### src/rtl/multicycle_main_control.sv
// Multicycle MIPS main control FSM: sequences fetch/decode/execute/mem/wb.
// Define ILLEGAL_TRAP_EN to trap unknown opcodes; otherwise they act as NOPs.
module multicycle_main_control #(
  parameter int OP_WIDTH    = 6,
  parameter int ALUOP_WIDTH = 3
) (
  input  logic                   clk,
  input  logic                   reset,
  input  logic [OP_WIDTH-1:0]    OpCode,
  input  logic                   MemReady,
  output logic                   PCWrite,
  output logic                   PCWriteCond,
  output logic                   BranchNE,
  output logic                   IorD,
  output logic                   MemRead,
  output logic                   MemWrite,
  output logic                   IRWrite,
  output logic [1:0]             RegDst,
  output logic [1:0]             MemtoReg,
  output logic                   RegWrite,
  output logic                   ALUSrcA,
  output logic [1:0]             ALUSrcB,
  output logic                   ZeroExt,
  output logic [ALUOP_WIDTH-1:0] ALUOp,
  output logic [1:0]             PCSource,
  output logic                   Exception,
  output logic [3:0]             State
);

  typedef enum logic [3:0] {
    IDLE      = 4'd0,
    FETCH     = 4'd1,
    DECODE    = 4'd2,
    MEM_ADDR  = 4'd3,
    MEM_READ  = 4'd4,
    MEM_WB    = 4'd5,
    MEM_WRITE = 4'd6,
    R_EXEC    = 4'd7,
    R_WB      = 4'd8,
    BRANCH    = 4'd9,
    I_EXEC    = 4'd10,
    I_WB      = 4'd11,
    JUMP      = 4'd12,
    JAL       = 4'd13,
    TRAP      = 4'd14
  } state_t;

  localparam logic [OP_WIDTH-1:0] OP_R    = OP_WIDTH'(6'b000000);
  localparam logic [OP_WIDTH-1:0] OP_LW   = OP_WIDTH'(6'b100011);
  localparam logic [OP_WIDTH-1:0] OP_SW   = OP_WIDTH'(6'b101011);
  localparam logic [OP_WIDTH-1:0] OP_BEQ  = OP_WIDTH'(6'b000100);
  localparam logic [OP_WIDTH-1:0] OP_BNE  = OP_WIDTH'(6'b000101);
  localparam logic [OP_WIDTH-1:0] OP_ADDI = OP_WIDTH'(6'b001000);
  localparam logic [OP_WIDTH-1:0] OP_ORI  = OP_WIDTH'(6'b001101);
  localparam logic [OP_WIDTH-1:0] OP_ANDI = OP_WIDTH'(6'b001100);
  localparam logic [OP_WIDTH-1:0] OP_LUI  = OP_WIDTH'(6'b001111);
  localparam logic [OP_WIDTH-1:0] OP_J    = OP_WIDTH'(6'b000010);
  localparam logic [OP_WIDTH-1:0] OP_JAL  = OP_WIDTH'(6'b000011);

  localparam logic [ALUOP_WIDTH-1:0] AO_ADD  = ALUOP_WIDTH'(3'b000);
  localparam logic [ALUOP_WIDTH-1:0] AO_SUB  = ALUOP_WIDTH'(3'b001);
  localparam logic [ALUOP_WIDTH-1:0] AO_AND  = ALUOP_WIDTH'(3'b010);
  localparam logic [ALUOP_WIDTH-1:0] AO_ADDI = ALUOP_WIDTH'(3'b100);
  localparam logic [ALUOP_WIDTH-1:0] AO_OR   = ALUOP_WIDTH'(3'b101);
  localparam logic [ALUOP_WIDTH-1:0] AO_LUI  = ALUOP_WIDTH'(3'b110);
  localparam logic [ALUOP_WIDTH-1:0] AO_RTYP = ALUOP_WIDTH'(3'b111);

  state_t                state;
  state_t                state_nx;
  logic [OP_WIDTH-1:0]   op_q;

  logic is_r;
  logic is_mem;
  logic is_br;
  logic is_imm;
  logic is_j;
  logic is_jal;

  assign is_r   = (OpCode == OP_R);
  assign is_mem = (OpCode == OP_LW) || (OpCode == OP_SW);
  assign is_br  = (OpCode == OP_BEQ) || (OpCode == OP_BNE);
  assign is_imm = (OpCode == OP_ADDI) || (OpCode == OP_ORI) ||
                  (OpCode == OP_ANDI) || (OpCode == OP_LUI);
  assign is_j   = (OpCode == OP_J);
  assign is_jal = (OpCode == OP_JAL);

  always_comb begin
    state_nx = state;
    unique case (state)
      IDLE:      state_nx = FETCH;
      FETCH:     if (MemReady) state_nx = DECODE;
      DECODE: begin
        unique case (1'b1)
          is_r:    state_nx = R_EXEC;
          is_mem:  state_nx = MEM_ADDR;
          is_br:   state_nx = BRANCH;
          is_imm:  state_nx = I_EXEC;
          is_j:    state_nx = JUMP;
          is_jal:  state_nx = JAL;
`ifdef ILLEGAL_TRAP_EN
          default: state_nx = TRAP;
`else
          default: state_nx = FETCH;
`endif
        endcase
      end
      MEM_ADDR:  state_nx = (op_q == OP_LW) ? MEM_READ : MEM_WRITE;
      MEM_READ:  if (MemReady) state_nx = MEM_WB;
      MEM_WB:    state_nx = FETCH;
      MEM_WRITE: if (MemReady) state_nx = FETCH;
      R_EXEC:    state_nx = R_WB;
      R_WB:      state_nx = FETCH;
      BRANCH:    state_nx = FETCH;
      I_EXEC:    state_nx = I_WB;
      I_WB:      state_nx = FETCH;
      JUMP:      state_nx = FETCH;
      JAL:       state_nx = FETCH;
`ifdef ILLEGAL_TRAP_EN
      TRAP:      state_nx = TRAP;
`else
      TRAP:      state_nx = FETCH;
`endif
      default:   state_nx = IDLE;
    endcase
  end

  always_ff @(posedge clk or negedge reset) begin
    if (!reset) begin
      state <= IDLE;
      op_q  <= '0;
    end else begin
      state <= state_nx;
      if (state == DECODE) op_q <= OpCode;
    end
  end

  // Moore decode; only FETCH's IR/PC load looks at MemReady.
  always_comb begin
    PCWrite     = 1'b0;
    PCWriteCond = 1'b0;
    BranchNE    = 1'b0;
    IorD        = 1'b0;
    MemRead     = 1'b0;
    MemWrite    = 1'b0;
    IRWrite     = 1'b0;
    RegDst      = 2'd0;
    MemtoReg    = 2'd0;
    RegWrite    = 1'b0;
    ALUSrcA     = 1'b0;
    ALUSrcB     = 2'd0;
    ZeroExt     = 1'b0;
    ALUOp       = AO_ADD;
    PCSource    = 2'd0;
    Exception   = 1'b0;
    unique case (state)
      IDLE: ;
      FETCH: begin
        MemRead = 1'b1;
        ALUSrcB = 2'd1;
        IRWrite = MemReady;
        PCWrite = MemReady;
      end
      DECODE: ALUSrcB = 2'd3;
      MEM_ADDR: begin
        ALUSrcA = 1'b1;
        ALUSrcB = 2'd2;
      end
      MEM_READ: begin
        MemRead = 1'b1;
        IorD    = 1'b1;
      end
      MEM_WB: begin
        RegWrite = 1'b1;
        MemtoReg = 2'd1;
      end
      MEM_WRITE: begin
        MemWrite = 1'b1;
        IorD     = 1'b1;
      end
      R_EXEC: begin
        ALUSrcA = 1'b1;
        ALUOp   = AO_RTYP;
      end
      R_WB: begin
        RegWrite = 1'b1;
        RegDst   = 2'd1;
      end
      BRANCH: begin
        ALUSrcA     = 1'b1;
        ALUOp       = AO_SUB;
        PCWriteCond = 1'b1;
        PCSource    = 2'd1;
        BranchNE    = (op_q == OP_BNE);
      end
      I_EXEC: begin
        ALUSrcA = 1'b1;
        ALUSrcB = 2'd2;
        unique case (op_q)
          OP_ORI: begin
            ALUOp   = AO_OR;
            ZeroExt = 1'b1;
          end
          OP_ANDI: begin
            ALUOp   = AO_AND;
            ZeroExt = 1'b1;
          end
          OP_LUI:  ALUOp = AO_LUI;
          default: ALUOp = AO_ADDI;
        endcase
      end
      I_WB: RegWrite = 1'b1;
      JUMP: begin
        PCWrite  = 1'b1;
        PCSource = 2'd2;
      end
      JAL: begin
        PCWrite  = 1'b1;
        PCSource = 2'd2;
        RegWrite = 1'b1;
        RegDst   = 2'd2;
        MemtoReg = 2'd2;
      end
`ifdef ILLEGAL_TRAP_EN
      TRAP: Exception = 1'b1;
`else
      TRAP: ;
`endif
      default: ;
    endcase
  end

  assign State = state;

endmodule

### config.mk
export PLATFORM = sky130hd
export DESIGN_NAME = multicycle_main_control
export DESIGN_NICKNAME = d
export VERILOG_FILES = /design/src/rtl/multicycle_main_control.sv
export SDC_FILE = /design/constraint.sdc
export NUM_CORES = 1
export LEC_CHECK = 0
export BUFFER_PORTS_ARGS = -buffer_cell sky130_fd_sc_hd__buf_2
export CELL_PAD_IN_SITES_DETAIL_PLACEMENT = 1
export CELL_PAD_IN_SITES_GLOBAL_PLACEMENT = 1
export CORE_UTILIZATION = 33
export DETAILED_ROUTE_END_ITERATION = 10
export HOLD_SLACK_MARGIN = 0.02
export PLACE_DENSITY_LB_ADDON = 0.1
export SLEW_MARGIN = 20
export SYNTH_ARGS = -nofsm -noshare
export SYNTH_HDL_FRONTEND = slang
export SYNTH_SLANG_ARGS = --single-unit
### constraint.sdc
create_clock -name clk -period 1.8 [get_ports clk]
set_input_delay 0.09 -clock clk [delete_from_list [all_inputs] [get_ports clk]]
set_output_delay 0.09 -clock clk [all_outputs]
set_load 0.05 [all_outputs]
== Word-level counts from Yosys, hierarchy flattened ==
Index checks and enable logic that the tools add are counted.
Storage, ports and cells
  register bits: 10
  output and inout port bits: 26
  word-level logic and storage cells: 73
Operators by class
  equal/unequal tests: 32
  muxes and demuxes: 23
  reductions and logical operators: 16
Operator list (number)
  equality test 6 x 4 -> 1 bit, second input constant: 7
  one-hot mux 4 bit (8 select lines): 1
  equality test 4 bit, second input constant: 7
  one-hot mux 4 bit (6 select lines): 1
  equality test 6 x 3 -> 1 bit, second input constant: 3
  equality test 6 bit, second input constant: 3
  one-hot mux 3 bit (3 select lines): 2
  equality test 4 x 3 -> 1 bit, second input constant: 4
  equality test 6 x 2 -> 1 bit, second input constant: 2
  two-way mux 4 bit: 3
  one-hot mux 2 bit (2 select lines): 3
  two-way mux 1 bit: 10
  OR reduction 2 bit: 5
  equality test 4 x 2 -> 1 bit, second input constant: 2
  OR reduction 4 bit: 2
  OR reduction 8 bit: 1
  zero test 6 bit: 1
  inequality test 2 bit, second input constant: 3
  one-hot mux 2 bit (3 select lines): 1
  logical OR 1 bit: 5
  equality test 4 x 1 -> 1 bit, second input constant: 1
  zero test 4 bit: 1
  AND reduction 3 bit: 1
  two-way mux 2 bit: 1
  one-hot mux 1 bit (2 select lines): 1

== Depth between registers and ports, before layout ==
Gate-level depths: netlist of run 1.
  word-level depth: 6
  mapped depth: 5
  mapped depth without buffers: 4

== Worst setup path before layout of run 1 ==
OpenSTA, ideal clock, no wires.
  kind: reg-to-output
  start: register state[2] (netlist: State[2])
  end: output RegDst[1]
  arrival: 3.060 ns
  data required time: 1.710 ns
  slack: -1.350 ns
  cell stages (with the launch flop): 6
  path buffers: 2
  path through: dfrtp_1 buf_2 inv_1 nor3_1 and2_1 buf_4
On the way
  longest elaborated chain between the ends: 2
  elaborated cells between the ends (all ways): 3
  classes of those cells: 2 x eq/ne; 1 x mux
Ends and longest elaborated chain
  start: declaration: RTL line 68  | state_t state;
  start signal: assignment: RTL line 132  | state <= state_nx;
  equality test 4 bit: RTL line 155  | unique case (state)
  one-hot mux 2 bit (2 select lines) *: RTL line 155
  end: declaration: RTL line 18  | output logic [1:0] RegDst,
Every way passes the cells marked *; elsewhere a longest branch is shown, timed or not.

== Final worst setup path of run 1 ==
  start: register state[0] (netlist: State[0])
  end: output ALUOp[1]
On the way
  longest elaborated chain between the ends: 2
  elaborated cells between the ends (all ways): 4
  classes of those cells: 3 x eq/ne; 1 x mux
Ends and longest elaborated chain
  equality test 4 bit / equality test 4 x 3 -> 1 bit (equally long branches): RTL line 155
  one-hot mux 3 bit (3 select lines) *: RTL line 155
  end: declaration: RTL line 24  | output logic [ALUOP_WIDTH-1:0] ALUOp,
Marked as above.

==> results of run 1 <==
## cell usage after synthesis
cell / n / area share
a2111oi_0: 1 / 0.010
conb_1: 1 / 0.0043
nor3_1: 7 / 0.041
o21a_1: 1 / 0.0087
o21ai_0: 4 / 0.023
a31oi_1: 3 / 0.022
mux2_2: 5 / 0.065
dfrtp_1: 10 / 0.29
o22ai_1: 3 / 0.022
mux2i_1: 1 / 0.012
a311o_1: 1 / 0.012
a21oi_1: 3 / 0.017
o31ai_1: 1 / 0.0087
nand2b_1: 5 / 0.036
nand2b_4: 1 / 0.016
nor4_1: 1 / 0.0073
xor2_1: 1 / 0.010
nor2_1: 12 / 0.052
o211ai_1: 2 / 0.017
nor3b_1: 1 / 0.0087
o21bai_1: 1 / 0.0087
buf_4: 3 / 0.026
nand3_1: 2 / 0.012
o32ai_1: 1 / 0.010
clkbuf_1: 1 / 0.0043
and2_1: 2 / 0.014
a32oi_1: 1 / 0.010
xnor2_1: 1 / 0.010
or2_2: 2 / 0.014
nand2_1: 7 / 0.030
a221oi_1: 1 / 0.010
nand4b_1: 3 / 0.030
nor2b_1: 2 / 0.014
nand3b_1: 1 / 0.0087
inv_1: 6 / 0.026
nand4bb_1: 1 / 0.013
nor3_4: 1 / 0.019
and3_1: 2 / 0.014
buf_6: 1 / 0.013
buf_2: 3 / 0.017
a2bb2oi_1: 1 / 0.010
## stage by stage
stage / util / setup TNS [ns]
2_1_floorplan: - / -0.482
3_3_place_gp: 0.466 / 0
6_report: 0.517 / 0
4_1_cts: 0.502 / 0
5_1_grt: 0.517 / 0
3_5_place_dp: 0.466 / 0
## final cells by class
type	count	share of cell area
inverter	6	0.0176
multi-input combinational	83	0.522
tap	30	0.0293
timing repair buffer	43	0.203
sequential	10	0.199
clock buffer	4	0.0283
## sequential cells by signal, indices dropped and copies added, names as in the netlist
signal  count
State       4
op_q        6
## where the power goes
part / internal (mW) / switching (mW)
clock: 0.123 / 0.0805
combinational: 0.611 / 1.19
sequential: 0.339 / 0.174
total: 1.07 / 1.45
## logic make-up (layout without fill, tap and decap cells)
logic type,count (synthesis),in the layout,synth area share
simple gates,50,50,0.332
compound gates,24,24,0.190
buf+inv,14,53,0.0869
flops,10,10,0.290
mux,6,6,0.0768
xor+xnor,2,2,0.0203
other cells,1,1,0.00434
## timing repair
item | CTS | global route
hold endpoints to repair | 10 | 0
hold buffers | 1 | 0
setup buffers | 4 | 0
gates resized for setup | 4 | 7
endpoints found under the setup margin | 3 | 4
## metal layers
metal / up-vias / global-route usage / routed length (um) / share of wire
li1: 462 / - / - / -
met1: 470 / 0.255 / 1160 / 0.45
met2: 26 / 0.344 / 1310 / 0.51
met3: 2 / 0.0345 / 110 / 0.042
met4: 0 / 0.0351 / 15 / 0.0058
met5: - / 0 / 0 / 0
## worst register-to-register path, stage by stage (launching register included)
cell      delay [ns]
dfrtp_2         0.46
buf_4           0.17
nor3_4          0.36
o211ai_1        0.18
a32oi_1         0.24
## path summary, 6_finish.rpt
check	startpoint	end	slack, ns	cells after the start
max reg2reg	State[3]	State[1]	0.29	4
min reg2reg	op_q[4]	op_q[4]	0.54	1
max in group asynchronous	reset	State[1]	1.35	2
max	State[0]	ALUOp[1]	0.04	4
min in group asynchronous	reset	op_q[1]	0.23	2
min	MemReady	State[1]	0.13	3
==> metrics.txt, run 1 <==
non-filler cells, final=176; number of I/O port buffers=33; placed cells=167; min cycle time layout=1.76 ns; synthesized area=863 um2; Clock Path Buffers=2; DR vias/cell=5.45; die span in x=53.2 um; GR Overflow Total=0; via count=960; Max Clock Skew=0.00293 ns; hold_ws=0.128 ns; Yosys reg bits=10; Cell Rows=18; total power draw=2.52 mW; total CTS buffers=3; GRT Overall Usage=0.198; Register Area=255 um2; Pwr per Cell Area=1970 nW/um2; Worst EP arrival=1.67 ns; Final Hold Violating Endpoints=0; number of synthesis warnings=0; achievable frequency=569 MHz; critical path's top delay family=simple AND/OR/NAND/NOR gates; Crit path largest cell delay=0.46 ns; sequential share of the synthesized area=0.290; CTS tree=done; maximum vdd drop=0.891 mV; Final #Nets=156; IO Pins=35; initial antenna violation count=0; Die Area=2820 um2; DRC=0; Setup WS pre-CTS=0.165 ns; WL per Instance=14.7 um; initial core utilization=0.348; final non-filler cell area=1280 um2; Pleak=0.590 nW; DRT Wirelength=2590 um; endpoint type of the worst setup path=primary output; Synth-to-Final Area Change=48.3%; Slowest-stage cell, CP=dfrtp_2; Unique masters post-synth=41; Max Cap Violations=0; Iter 0 DRT Violations=7; Startpoint Class=flop; gpl congestion=0.736; status=finished clean; setup ws final=0.0422 ns; Final Max Slew Viols=0; Hold Path Class=input pin to flop; die height=53.2 um; commonest non-fill, non-tap cell in the layout=buf_2; ANT cells=0; Placed Area=1150 um2; Core ar.=2480 um2; largest net degree at the start of global routing=12; fill count=305; layout cells sized above 1=0.521; latest clock arrival within the worst-skew pair=0.26 ns; # clock sinks=10; area occupied by multi-input gates=668 um2; Post-Synthesis Cells=107; H-Tree Depth=1; Finish-stage setup viols=0; Routed Antenna Nets=0; syn nets=116; RSZ-0062 raised after global routing=false; Root Buffer=clkbuf_4; Req. time, crit path=1.71 ns; crit path buf inv count=1; drt first pass iters=3; global-route wire length before repair=4110 um; Avg Cell Area, Syn=8.07 um2; number of global-route vias before repair=844; maximum fanout along the worst path=9; clk slew on worst S/H paths=0.07 ns; crit-path cells=nand2b_4 > or2_4 > o32ai_4 > buf_6; kind of critical path=flop to primary output; crit share post-route=0.977; hpwl dp=2050 um; most frequent cells in the layout=buf_2 (29), nor2_1 (11), buf_4 (9)
Note: power is estimated with default switching activity, not from simulation.
==> run 2: changes to the inputs <==
--- a/config.mk
+++ b/config.mk
@@ -8,10 +8,13 @@
 export BUFFER_PORTS_ARGS = -buffer_cell sky130_fd_sc_hd__buf_2
 export CELL_PAD_IN_SITES_DETAIL_PLACEMENT = 1
 export CELL_PAD_IN_SITES_GLOBAL_PLACEMENT = 1
+export CORE_ASPECT_RATIO = 1.2
 export CORE_UTILIZATION = 33
 export DETAILED_ROUTE_END_ITERATION = 10
 export HOLD_SLACK_MARGIN = 0.02
 export PLACE_DENSITY_LB_ADDON = 0.1
+export REMOVE_ABC_BUFFERS = 1
+export SETUP_SLACK_MARGIN = 0.4
 export SLEW_MARGIN = 20
 export SYNTH_ARGS = -nofsm -noshare
 export SYNTH_HDL_FRONTEND = slang
==> run 2 against run 1 <==
Compared with the run above: the run now fails in 5_1_grt; area after synthesis unchanged; synthesized cell count unchanged.
==> metrics.txt, run 2 <==
status=did not finish; Failed at=5_1_grt; first error=[ERROR DPL-0033] detailed placement checks failed during check placement.; Post-synth EDFFs=0 (unchanged); total CTS buffers=3 (unchanged); H-Tree Depth=1 (unchanged); number of I/O port buffers=33 (unchanged); gpl congestion=0.731 (-0.76%); initial antenna violation count=0; largest net degree at the start of global routing=11; number of synthesis warnings=0 (unchanged); # clock sinks=10 (unchanged); Unique masters post-synth=41 (unchanged); leading area contributor after synthesis=dfrtp_1; Post-synth top cells=nor2_1 (12), dfrtp_1 (10), nand2_1 (7), nor3_1 (7), inv_1 (6); Clock Path Buffers=2 (unchanged); Avg Cell Area, Syn=8.07 um2 (unchanged); Worst EP kind=top-level output; Post-Synthesis Cells=107 (unchanged); Root Buffer=clkbuf_4; Yosys reg bits=10 (unchanged); Synth async-reset ratio=1.00 (unchanged); die height=58.0 um (+9.2%); synthesized area=863 um2 (unchanged); largest cells by area after synthesis=dfrtp_1 (29%), mux2_2 (6.5%), nor2_1 (5.2%); top cell type's share of synthesized area=0.290 (unchanged); commonest register cell after synthesis=dfrtp_1; most common cell in the synthesized netlist=nor2_1; placed cells=169 (+1.2%); initial core utilization=0.363 (+0.0147); die span in x=48.7 um (-8.4%); Cell Rows=19 (+1); IO Pins=35 (unchanged); hpwl dp=1980 um (-3.2%); worst_ep grt=ALUOp[0]; sequential share of the synthesized area=0.290 (unchanged)
[run 2: through the flow]
step	area, um2	utilization	worst slack, ns
2_1_floorplan	811	-	-1.38
3_3_place_gp	1070	0.451	0.273
3_5_place_dp	1070	0.451	0.226
4_1_cts	1580	0.664	0.161
[run 2: cell families after synthesis]
| family | count (synthesis) | synth area share |
|---|---|---|
| AO/OA/AOI/OAI | 24 | 0.190 |
| XOR/XNOR | 2 | 0.0203 |
| buffers and inverters | 14 | 0.0869 |
| flip-flops | 10 | 0.290 |
| multiplexers | 6 | 0.0768 |
| other | 1 | 0.00434 |
| AND/OR/NAND/NOR | 50 | 0.332 |
[run 2: what timing repair did]
item,in CTS
hold endpoints to repair,10
resized for setup,85
pin swaps,10
gates cloned,0
hold buffers,1
buffers inserted,20
endpoints found under the setup margin,27
==> run 3: changes to the inputs <==
==> config.mk (replaced) <==
export PLATFORM = sky130hd
export DESIGN_NAME = multicycle_main_control
export DESIGN_NICKNAME = d
export VERILOG_FILES = /design/src/rtl/multicycle_main_control.sv
export SDC_FILE = /design/constraint.sdc
export NUM_CORES = 1
export LEC_CHECK = 0
export BUFFER_PORTS_ARGS = -buffer_cell sky130_fd_sc_hd__buf_2
export CORE_AREA = 2 2 63 65
export DETAILED_ROUTE_END_ITERATION = 10
export DIE_AREA = 0 0 65 67
export PLACE_DENSITY_LB_ADDON = 0.15
export REMOVE_ABC_BUFFERS = 1
export SLEW_MARGIN = 20
export SYNTH_ARGS = -nofsm -noshare
export SYNTH_HDL_FRONTEND = slang
export SYNTH_SLANG_ARGS = --single-unit
==> run 3 against run 2 <==
Compared with the run above: the flow now finishes without violations.
==> metrics.txt, run 3 (synthesis gave the netlist of run 1 again) <==
status=finished clean; # clock sinks=10 (unchanged); initial core utilization=0.239 (-0.124); hold_ws=0.132 ns; Logic pwr share=0.679; die span in x=65 um (+33%); via count=927; Synth-to-Final Area Change=36.8%; gpl congestion=0.802 (+9.7%); Placed Area=1070 um2 (+0.12%); Pwr per Cell Area=2010 nW/um2; setup ws final=0.0480 ns; Final Max Slew Viols=0; net switching power=1.32 mW; Root Buffer=clkbuf_8; fill count=393; largest net degree at the start of global routing=19; Routed Antenna Nets=0; Final #Nets=152; drt first pass iters=6; Max Clock Skew=0.00166 ns; total power draw=2.37 mW; latest clock arrival within the worst-skew pair=0.23 ns; Die Area=4360 um2; global-route wire length before repair=4080 um; Req. time, crit path=1.71 ns; endpoint type of the worst setup path=primary output; Startpoint Class=flop; CTS tree=done; Pleak=0.540 nW; min cycle time layout=1.75 ns; final core utilization=0.328; Clk network pwr share=0.118; Final Hold Violating Endpoints=0; Core ar.=3610 um2; Finish-stage setup viols=0; total CTS buffers=3 (unchanged); number of global-route vias before repair=798; H-Tree Depth=1 (unchanged); Top reg by flops=op_q; die height=67 um (+15%); layout cells sized above 1=0.401; Clock Path Buffers=2 (unchanged); DRT Wirelength=2490 um; GRT Overall Usage=0.122; max reg flops=6; Max Cap Violations=0; IO Pins=35 (unchanged); commonest non-fill, non-tap cell in the layout=buf_2; kind of critical path=flop to primary output; Sequential Power Share=0.203; number of I/O port buffers=33 (unchanged); Worst EP arrival=1.66 ns; maximum fanout along the worst path=3; RSZ-0062 raised after global routing=true; most frequent cells in the layout=buf_2 (29), nor2_1 (12), dfrtp_1 (8); clk slew on worst S/H paths=0.05 ns; hpwl dp=1950 um (-1.8%); achievable frequency=571 MHz; Cell Rows=22 (+3); DR vias/cell=4.88; Setup WS pre-CTS=0.203 ns (-0.0230 ns); final non-filler cell area=1180 um2; DRC=0; GR Overflow Total=0; WL per Instance=13.1 um; Iter 0 DRT Violations=42; maximum vdd drop=0.479 mV; crit share post-route=0.973; initial antenna violation count=0; ANT cells=0; Hold Path Class=input pin to flop; Internal=1.05 mW; Switching Fraction=0.557
[run 3: area by class of cell]
type	instances	area, um2	share of cell area
inverter	6	22.5	0.0191
tap	48	60.1	0.0508
multi-input combinational	83	564	0.478
clock buffer	4	55.1	0.0466
sequential	10	253	0.214
timing repair buffer	39	226	0.192
[run 3: path summary, 6_finish.rpt]
| path | from | end | slack, ns | cells after the start |
|---|---|---|---|---|
| max | op_q[4] | ALUOp[1] | 0.05 | 4 |
| min in group asynchronous | reset | State[2] | 0.25 | 2 |
| min reg2reg | op_q[4] | op_q[4] | 0.55 | 1 |
| max in group asynchronous | reset | State[1] | 1.33 | 2 |
| min | MemReady | State[1] | 0.13 | 3 |
| max reg2reg | State[2] | op_q[5] | 0.38 | 3 |
[run 3: worst max-delay path, cell delays in order (launching register included)]
cell	delay [ns]
dfrtp_1	0.39
nand4bb_4	0.23
or2_2	0.30
o32ai_1	0.27
buf_4	0.24
[run 3: per-stage QoR]
stage	instances	setup TNS (ns)
2_1_floorplan	99	-11.57
3_3_place_gp	185	0
3_5_place_dp	185	0
4_1_cts	190	0
5_1_grt	190	-0.0120
6_report	190	0
[run 3: what timing repair did]
item | 4_1_cts | 5_1_grt
hold buffers | 1 | 0
setup buffers | 0 | 0
resized for setup | 2 | 10
setup endpoints to repair | 3 | 7
endpoints found under the hold margin | 10 | 0
[run 3: power groups by stage]
| stage | combinational (mW) | sequential (mW) | clock (mW) |
|---|---|---|---|
| finish | 1.61 | 0.481 | 0.280 |
| floorplan | 0.985 | 0.628 | 0 |
| CTS | 1.58 | 0.457 | 0.289 |
| global route | 1.72 | 0.498 | 0.302 |
| detailed placement | 1.57 | 0.460 | 0 |
| global placement | 1.57 | 0.458 | 0 |
[run 3: per-layer routing]
layer | vias up | wire [um] | GRT usage
met2 | 29 | 1100 | 0.177
met5 | - | 0 | 0
met3 | 2 | 142 | 0.0152
met1 | 439 | 1240 | 0.185
met4 | 0 | 10 | 0.0399
li1 | 457 | - | -
